File: config.mk
export PLATFORM = sky130hd
export DESIGN_NAME = fifo_write_arbiter_flat
export DESIGN_NICKNAME = d
export VERILOG_FILES = /design/src/rtl/fifo_write_arbiter_if.sv /design/src/rtl/fifo_write_arbiter.sv /design/src/flat_wrapper.sv
export SDC_FILE = /design/constraint.sdc
export NUM_CORES = 1
export LEC_CHECK = 0
export ABC_CLOCK_PERIOD_IN_PS = 1650
export CAP_MARGIN = 25
export CORE_UTILIZATION = 55
export DETAILED_ROUTE_END_ITERATION = 16
export DONT_BUFFER_PORTS = 1
export GPL_ROUTABILITY_DRIVEN = 0
export PLACE_DENSITY = 0.73
export SETUP_SLACK_MARGIN = 0.05
export SKIP_CTS_REPAIR_TIMING = 1
export SYNTH_ARGS = -nofsm -noshare
export SYNTH_HDL_FRONTEND = slang
export SYNTH_SLANG_ARGS = --single-unit
File: constraint.sdc
create_clock -name clk -period 1.65 [get_ports clk]
set_input_delay 0.165 -clock clk [delete_from_list [all_inputs] [get_ports clk]]
set_output_delay 0.165 -clock clk [all_outputs]
set_load 0.005 [all_outputs]
File: src/rtl/fifo_write_arbiter_if.sv
// Bundle of the producer request bus and the shared Fifo write port seen by fifo_write_arbiter.
// The master modport is the producer/Fifo side; the slave modport is the arbiter itself.
interface fifo_write_arbiter_if #(
  parameter int unsigned N_REQ = 4,
  parameter int unsigned SIZE  = 8
);
  logic [N_REQ-1:0]      req;
  logic [N_REQ*SIZE-1:0] data_in;
  logic [N_REQ-1:0]      grant;
  logic                  fifo_full;
  logic                  fifo_write_enable;
  logic [SIZE-1:0]       fifo_data_in;
  logic                  busy;

  modport master (
    output req, data_in, fifo_full,
    input  grant, fifo_write_enable, fifo_data_in, busy
  );

  modport slave (
    input  req, data_in, fifo_full,
    output grant, fifo_write_enable, fifo_data_in, busy
  );
endinterface

File: src/rtl/fifo_write_arbiter.sv
// Round-robin arbiter sharing one Fifo write port among N_REQ producers, bounded bursts.
// Define FIFO_ARB_COUNT_EN to add a saturating 16-bit accepted_count output.
module fifo_write_arbiter #(
  parameter int unsigned N_REQ = 4,
  parameter int unsigned SIZE  = 8,
  parameter int unsigned BURST = 4
) (
  input  logic                  clk,
  input  logic                  reset,
  fifo_write_arbiter_if.slave   bus
`ifdef FIFO_ARB_COUNT_EN
  ,
  output logic [15:0]           accepted_count
`endif
);

  localparam int unsigned OW = $clog2(N_REQ);
  localparam int unsigned CW = $clog2(BURST + 1);

  typedef enum logic {StIdle, StOwn} state_e;

  state_e           r_state, w_state_d;
  logic [OW-1:0]    r_owner, w_owner_d;
  logic [OW-1:0]    r_last_owner, w_last_owner_d;
  logic [CW-1:0]    r_count, w_count_d;
  logic [N_REQ-1:0] r_grant, w_grant_d;

  logic [OW-1:0]    w_base;
  logic [OW-1:0]    w_pick;
  logic [N_REQ-1:0] w_pick_oh;
  logic [N_REQ-1:0] w_owner_oh;
  logic             w_accept;
  logic             w_burst_end;
  logic             w_others;

  // First requester after base, wrapping; base itself is checked last.
  function automatic logic [OW-1:0] rr_pick(input logic [N_REQ-1:0] r,
                                            input logic [OW-1:0]    base);
    logic [OW-1:0] idx;
    logic [OW-1:0] pick;
    pick = base;
    for (int k = N_REQ; k >= 1; k--) begin
      idx = OW'((int'(base) + k) % N_REQ);
      if (r[idx]) pick = idx;
    end
    return pick;
  endfunction

  assign w_base      = (r_state == StOwn) ? r_owner : r_last_owner;
  assign w_pick      = rr_pick(bus.req, w_base);
  assign w_pick_oh   = N_REQ'(1) << w_pick;
  assign w_owner_oh  = N_REQ'(1) << r_owner;
  assign w_accept    = (r_state == StOwn) & bus.req[r_owner] & ~bus.fifo_full;
  assign w_burst_end = w_accept & (r_count == CW'(BURST - 1));
  assign w_others    = |(bus.req & ~w_owner_oh);

  assign bus.grant             = r_grant;
  assign bus.busy              = (r_state == StOwn);
  assign bus.fifo_write_enable = w_accept;
  assign bus.fifo_data_in      = bus.data_in[r_owner * SIZE +: SIZE];

  always_comb begin
    w_state_d      = r_state;
    w_owner_d      = r_owner;
    w_last_owner_d = r_last_owner;
    w_count_d      = r_count;
    w_grant_d      = r_grant;
    unique case (r_state)
      StIdle: begin
        if (|bus.req) begin
          w_state_d = StOwn;
          w_owner_d = w_pick;
          w_grant_d = w_pick_oh;
          w_count_d = '0;
        end
      end
      StOwn: begin
        if (!bus.req[r_owner] || w_burst_end) begin
          w_last_owner_d = r_owner;
          w_count_d      = '0;
          if (w_others) begin
            w_owner_d = w_pick;
            w_grant_d = w_pick_oh;
          end else if (!bus.req[r_owner]) begin
            w_state_d = StIdle;
            w_grant_d = '0;
          end
          // Otherwise the sole requester is re-granted for a fresh burst.
        end else if (w_accept) begin
          w_count_d = r_count + CW'(1);
        end
      end
      default: w_state_d = StIdle;
    endcase
  end

  always_ff @(posedge clk) begin
    if (reset) begin
      r_state      <= StIdle;
      r_owner      <= '0;
      r_last_owner <= OW'(N_REQ - 1);
      r_count      <= '0;
      r_grant      <= '0;
    end else begin
      r_state      <= w_state_d;
      r_owner      <= w_owner_d;
      r_last_owner <= w_last_owner_d;
      r_count      <= w_count_d;
      r_grant      <= w_grant_d;
    end
  end

`ifdef FIFO_ARB_COUNT_EN
  logic [15:0] r_accepted_count;

  always_ff @(posedge clk) begin
    if (reset) begin
      r_accepted_count <= '0;
    end else if (w_accept && (r_accepted_count != 16'hFFFF)) begin
      r_accepted_count <= r_accepted_count + 16'd1;
    end
  end

  assign accepted_count = r_accepted_count;
`endif

endmodule

File: src/flat_wrapper.sv
// flat-port wrapper written by rule: the top's interface ports become plain ports
module fifo_write_arbiter_flat 
#(
  parameter int unsigned N_REQ = 4,
  parameter int unsigned SIZE  = 8,
  parameter int unsigned BURST = 4
)
  (clk, reset, bus_req, bus_data_in, bus_fifo_full, bus_grant, bus_fifo_write_enable, bus_fifo_data_in, bus_busy);
  fifo_write_arbiter_if #(.N_REQ(N_REQ), .SIZE(SIZE)) bus_i ();
  input  logic clk;
  input  logic reset;
  input wire logic [$bits(bus_i.req)-1:0] bus_req;
  input wire logic [$bits(bus_i.data_in)-1:0] bus_data_in;
  input wire logic [$bits(bus_i.fifo_full)-1:0] bus_fifo_full;
  output wire logic [$bits(bus_i.grant)-1:0] bus_grant;
  output wire logic [$bits(bus_i.fifo_write_enable)-1:0] bus_fifo_write_enable;
  output wire logic [$bits(bus_i.fifo_data_in)-1:0] bus_fifo_data_in;
  output wire logic [$bits(bus_i.busy)-1:0] bus_busy;
  assign bus_i.req = bus_req;
  assign bus_i.data_in = bus_data_in;
  assign bus_i.fifo_full = bus_fifo_full;
  assign bus_grant = bus_i.grant;
  assign bus_fifo_write_enable = bus_i.fifo_write_enable;
  assign bus_fifo_data_in = bus_i.fifo_data_in;
  assign bus_busy = bus_i.busy;
  fifo_write_arbiter #(.N_REQ(N_REQ), .SIZE(SIZE), .BURST(BURST)) u_core (.clk(clk), .reset(reset), .bus(bus_i));
endmodule
==> results_dict.tcl <==
set metrics [dict create \
    run_status "finished, violations left" \
    violations "setup timing" \
    path_cells "mux4_2 -> buf_6 -> nand2_4 -> nor2_4 -> buf_6" \
    power.density_nw_per_um2 939 \
    min_period_over_period_pct 106 \
    root_buffer "clkbuf_4" \
    synth_ff_type "dfxtp_1" \
    synth_area_leaders "dfxtp_1, mux4_2, nand2_1" \
    layout-drive-gt1-share_pct 40.7 \
    die_area_um2 2050 \
    crit_slowest_cell "mux4_2" \
    htreeDepth 1 \
    synth_top_cell_area_share_pct 23.3 \
    routed.top_layer "met4" \
    layout_setup_ws_ns -0.103 \
    combPwrFrac_pct 48.6 \
    yosysWarnings 0 \
    multi_input_area_um2 805 \
    fin_crit_ns 1.75 \
    grt_pass1_wl_um 3810 \
    clk_pin_slew_ns 0.08 \
    ios 53 \
    critPathTopFamily "multiplexers" \
    cts_max_path_buffers 2 \
    yosysSeqAreaShare_pct 23.3 \
    portBuffers 0 \
    min_path_type "in -> reg" \
    synth.most_common_cell "dfxtp_1" \
    relSlewSlack_pct 78.1 \
    report.final.slew_viol_count 0 \
    critPathMostFrequentCell "buf_6" \
    synth_area_leader_cell "dfxtp_1" \
    wirelength_um 2620 \
    final_area_um2 1260 \
    drt-initial-drc-count 35 \
    fmax_ghz 0.570 \
    route.detailed.drc 0 \
    via_count 945 \
    die_x_um 45.3 \
    grt_overflow 0 \
    rows 15 \
    dp_hpwl_um 1950 \
    syn_inst 114 \
    clk_latency_ns 0.28 \
    path_class "reg -> out" \
    wl_per_cell_um 17.7 \
    synth.net_count 155 \
    antenna_found_initial 0 \
    dr_wl_met2_um 1320 \
    placedCellCount 143 \
    cts_tree "built" \
    setup-violations-final 12 \
    ys_seq_elements 12 \
    grt_pass1_vias 819 \
    ir_worst_vdd_mv 0.686 \
    worstPathRequired_ns 1.48 \
    switching_power_w 0.000418 \
    grt_usage_pct 26.5 \
    viasPerCell 6.39 \
    arrival_ns 1.59 \
    worst-path-buf-inv 2 \
    power.leakage_nw 0.460 \
    worstSetupEndpointType "output port" \
    fin_nets 165 \
    seq_area_um2 245 \
    start_kind "flip-flop" \
    worst_pin_slew_ns 0.322 \
    p_clk_share_pct 20.5 \
    m1WireLength_um 1090 \
    intPower_w 0.000768 \
    syn_to_final_growth_pct 22.6 \
    grt_max_degree 15 \
    max_stage_delay_ns 0.55 \
    place_area_um2 1120 \
    synthArstFlopShare_pct 0 \
    max-cap-violations 0 \
    cts_num_sinks 12 \
    wl_met3_um 143 \
    hold_viol_final 0 \
    ys_types 37 \
    power.share.sequential_pct 30.9 \
    avgSynthCellArea_um2 9.03 \
    instances_no_fill 148 \
    switching_share_pct 35.2 \
    dr.pass1.iters 4 \
    holdWs_ns 0.0245 \
    start_util_pct 59.0 \
    synth-edff-count 0 \
    antennaDiodeCount 0 \
    path_max_fanout 3 \
    chipHeight_um 45.3 \
    netlist_top_cells_count "dfxtp_1, nand2_1, nor2_1, mux4_2" \
    fillCellCount 138 \
    postRouteAntennaNets 0 \
    cts_made_buffers 3 \
    grt_setup_unrepaired "yes" \
    netlist_area_um2 1030 \
    coreArea_um2 1750 \
    fin_worst_skew_ns 0.00447 \
]
-- power by group through the flow --
| stage | Clock (W) | Combinational [W] | Sequential, W |
|---|---|---|---|
| 4_1_cts | 0.000244 | 0.000507 | 0.000362 |
| 3_5_place_dp | 0 | 0.000505 | 0.000368 |
| 3_3_place_gp | 0 | 0.000491 | 0.000367 |
| 2_1_floorplan | 0 | 0.000411 | 0.000352 |
| 5_1_grt | 0.000259 | 0.000620 | 0.000372 |
| 6_report | 0.000243 | 0.000576 | 0.000366 |
-- area by class of cell --
cell class                 count  area share (%)
inverter                       7            2.08
multi-input combinational     86            63.7
tap                           25            2.48
clock buffer                   4            2.87
sequential                    12            19.4
timing repair buffer          14            9.42
-- per-layer routing --
layer | track usage, % | vias up
met5 | 0 | -
met1 | 35.5 | 452
met4 | 12.7 | 0
li1 | - | 452
met3 | 6.40 | 6
met2 | 40.0 | 35
-- kinds of logic after synthesis --
family,after synthesis,synth area share (%)
buffers and inverters,16,7.05
muxes,16,27.2
and+or+nand+nor,39,19.4
adders and majority gates,2,2.43
DFF,12,23.3
AOI/OAI and AO/OA,29,20.5
-- stage by stage --
stage | util (%) | power (W) | TNS, ns | worst slack, ns
after global routing | 72.3 | 0.00125 | -1.33 | -0.172
after floorplan | - | 0.000763 | -0.497 | -0.128
after detailed placement | 63.9 | 0.000873 | -0.367 | -0.112
after global placement | 63.9 | 0.000857 | -0.200 | -0.0568
final | 72.3 | 0.00119 | -0.557 | -0.103
after CTS | 66.0 | 0.00111 | -0.720 | -0.149
-- worst paths after layout --
path / to / start / cells past startpoint / slack [ns]
setup / recovery: bus_fifo_write_enable / u_core.r_owner[1] / 5 / -0.10
hold / removal: u_core.r_last_owner[0] / reset / 2 / 0.02
setup reg to reg: u_core.r_owner[0] / u_core.r_owner[1] / 5 / -0.10
hold reg to reg: u_core.r_count[0] / u_core.r_count[0] / 1 / 0.47
-- placed cells by master, fill, tap and decap left out, types with 2 or more instances in the layout --
cell type / count
a21oi_1: 3
nand3_1: 5
dfxtp_1: 10
o21ai_0: 4
mux4_2: 9
buf_6: 3
nand2_1: 9
nor2_1: 8
o22ai_2: 3
or3_4: 2
buf_4: 10
clkbuf_4: 3
mux2_2: 2
mux2i_1: 3
nand2_4: 2
inv_1: 7
ha_1: 2
nor4_1: 2
nand3b_1: 2
a2bb2oi_1: 3
o21ai_2: 2
a31oi_1: 2
-- registers in the layout (all words and copies together), names as in the netlist --
name                 flops
u_core.bus.busy          1
u_core.bus.grant         4
u_core.r_count           3
u_core.r_last_owner      2
u_core.r_owner           2
Note: power is estimated with default switching activity, not from simulation.
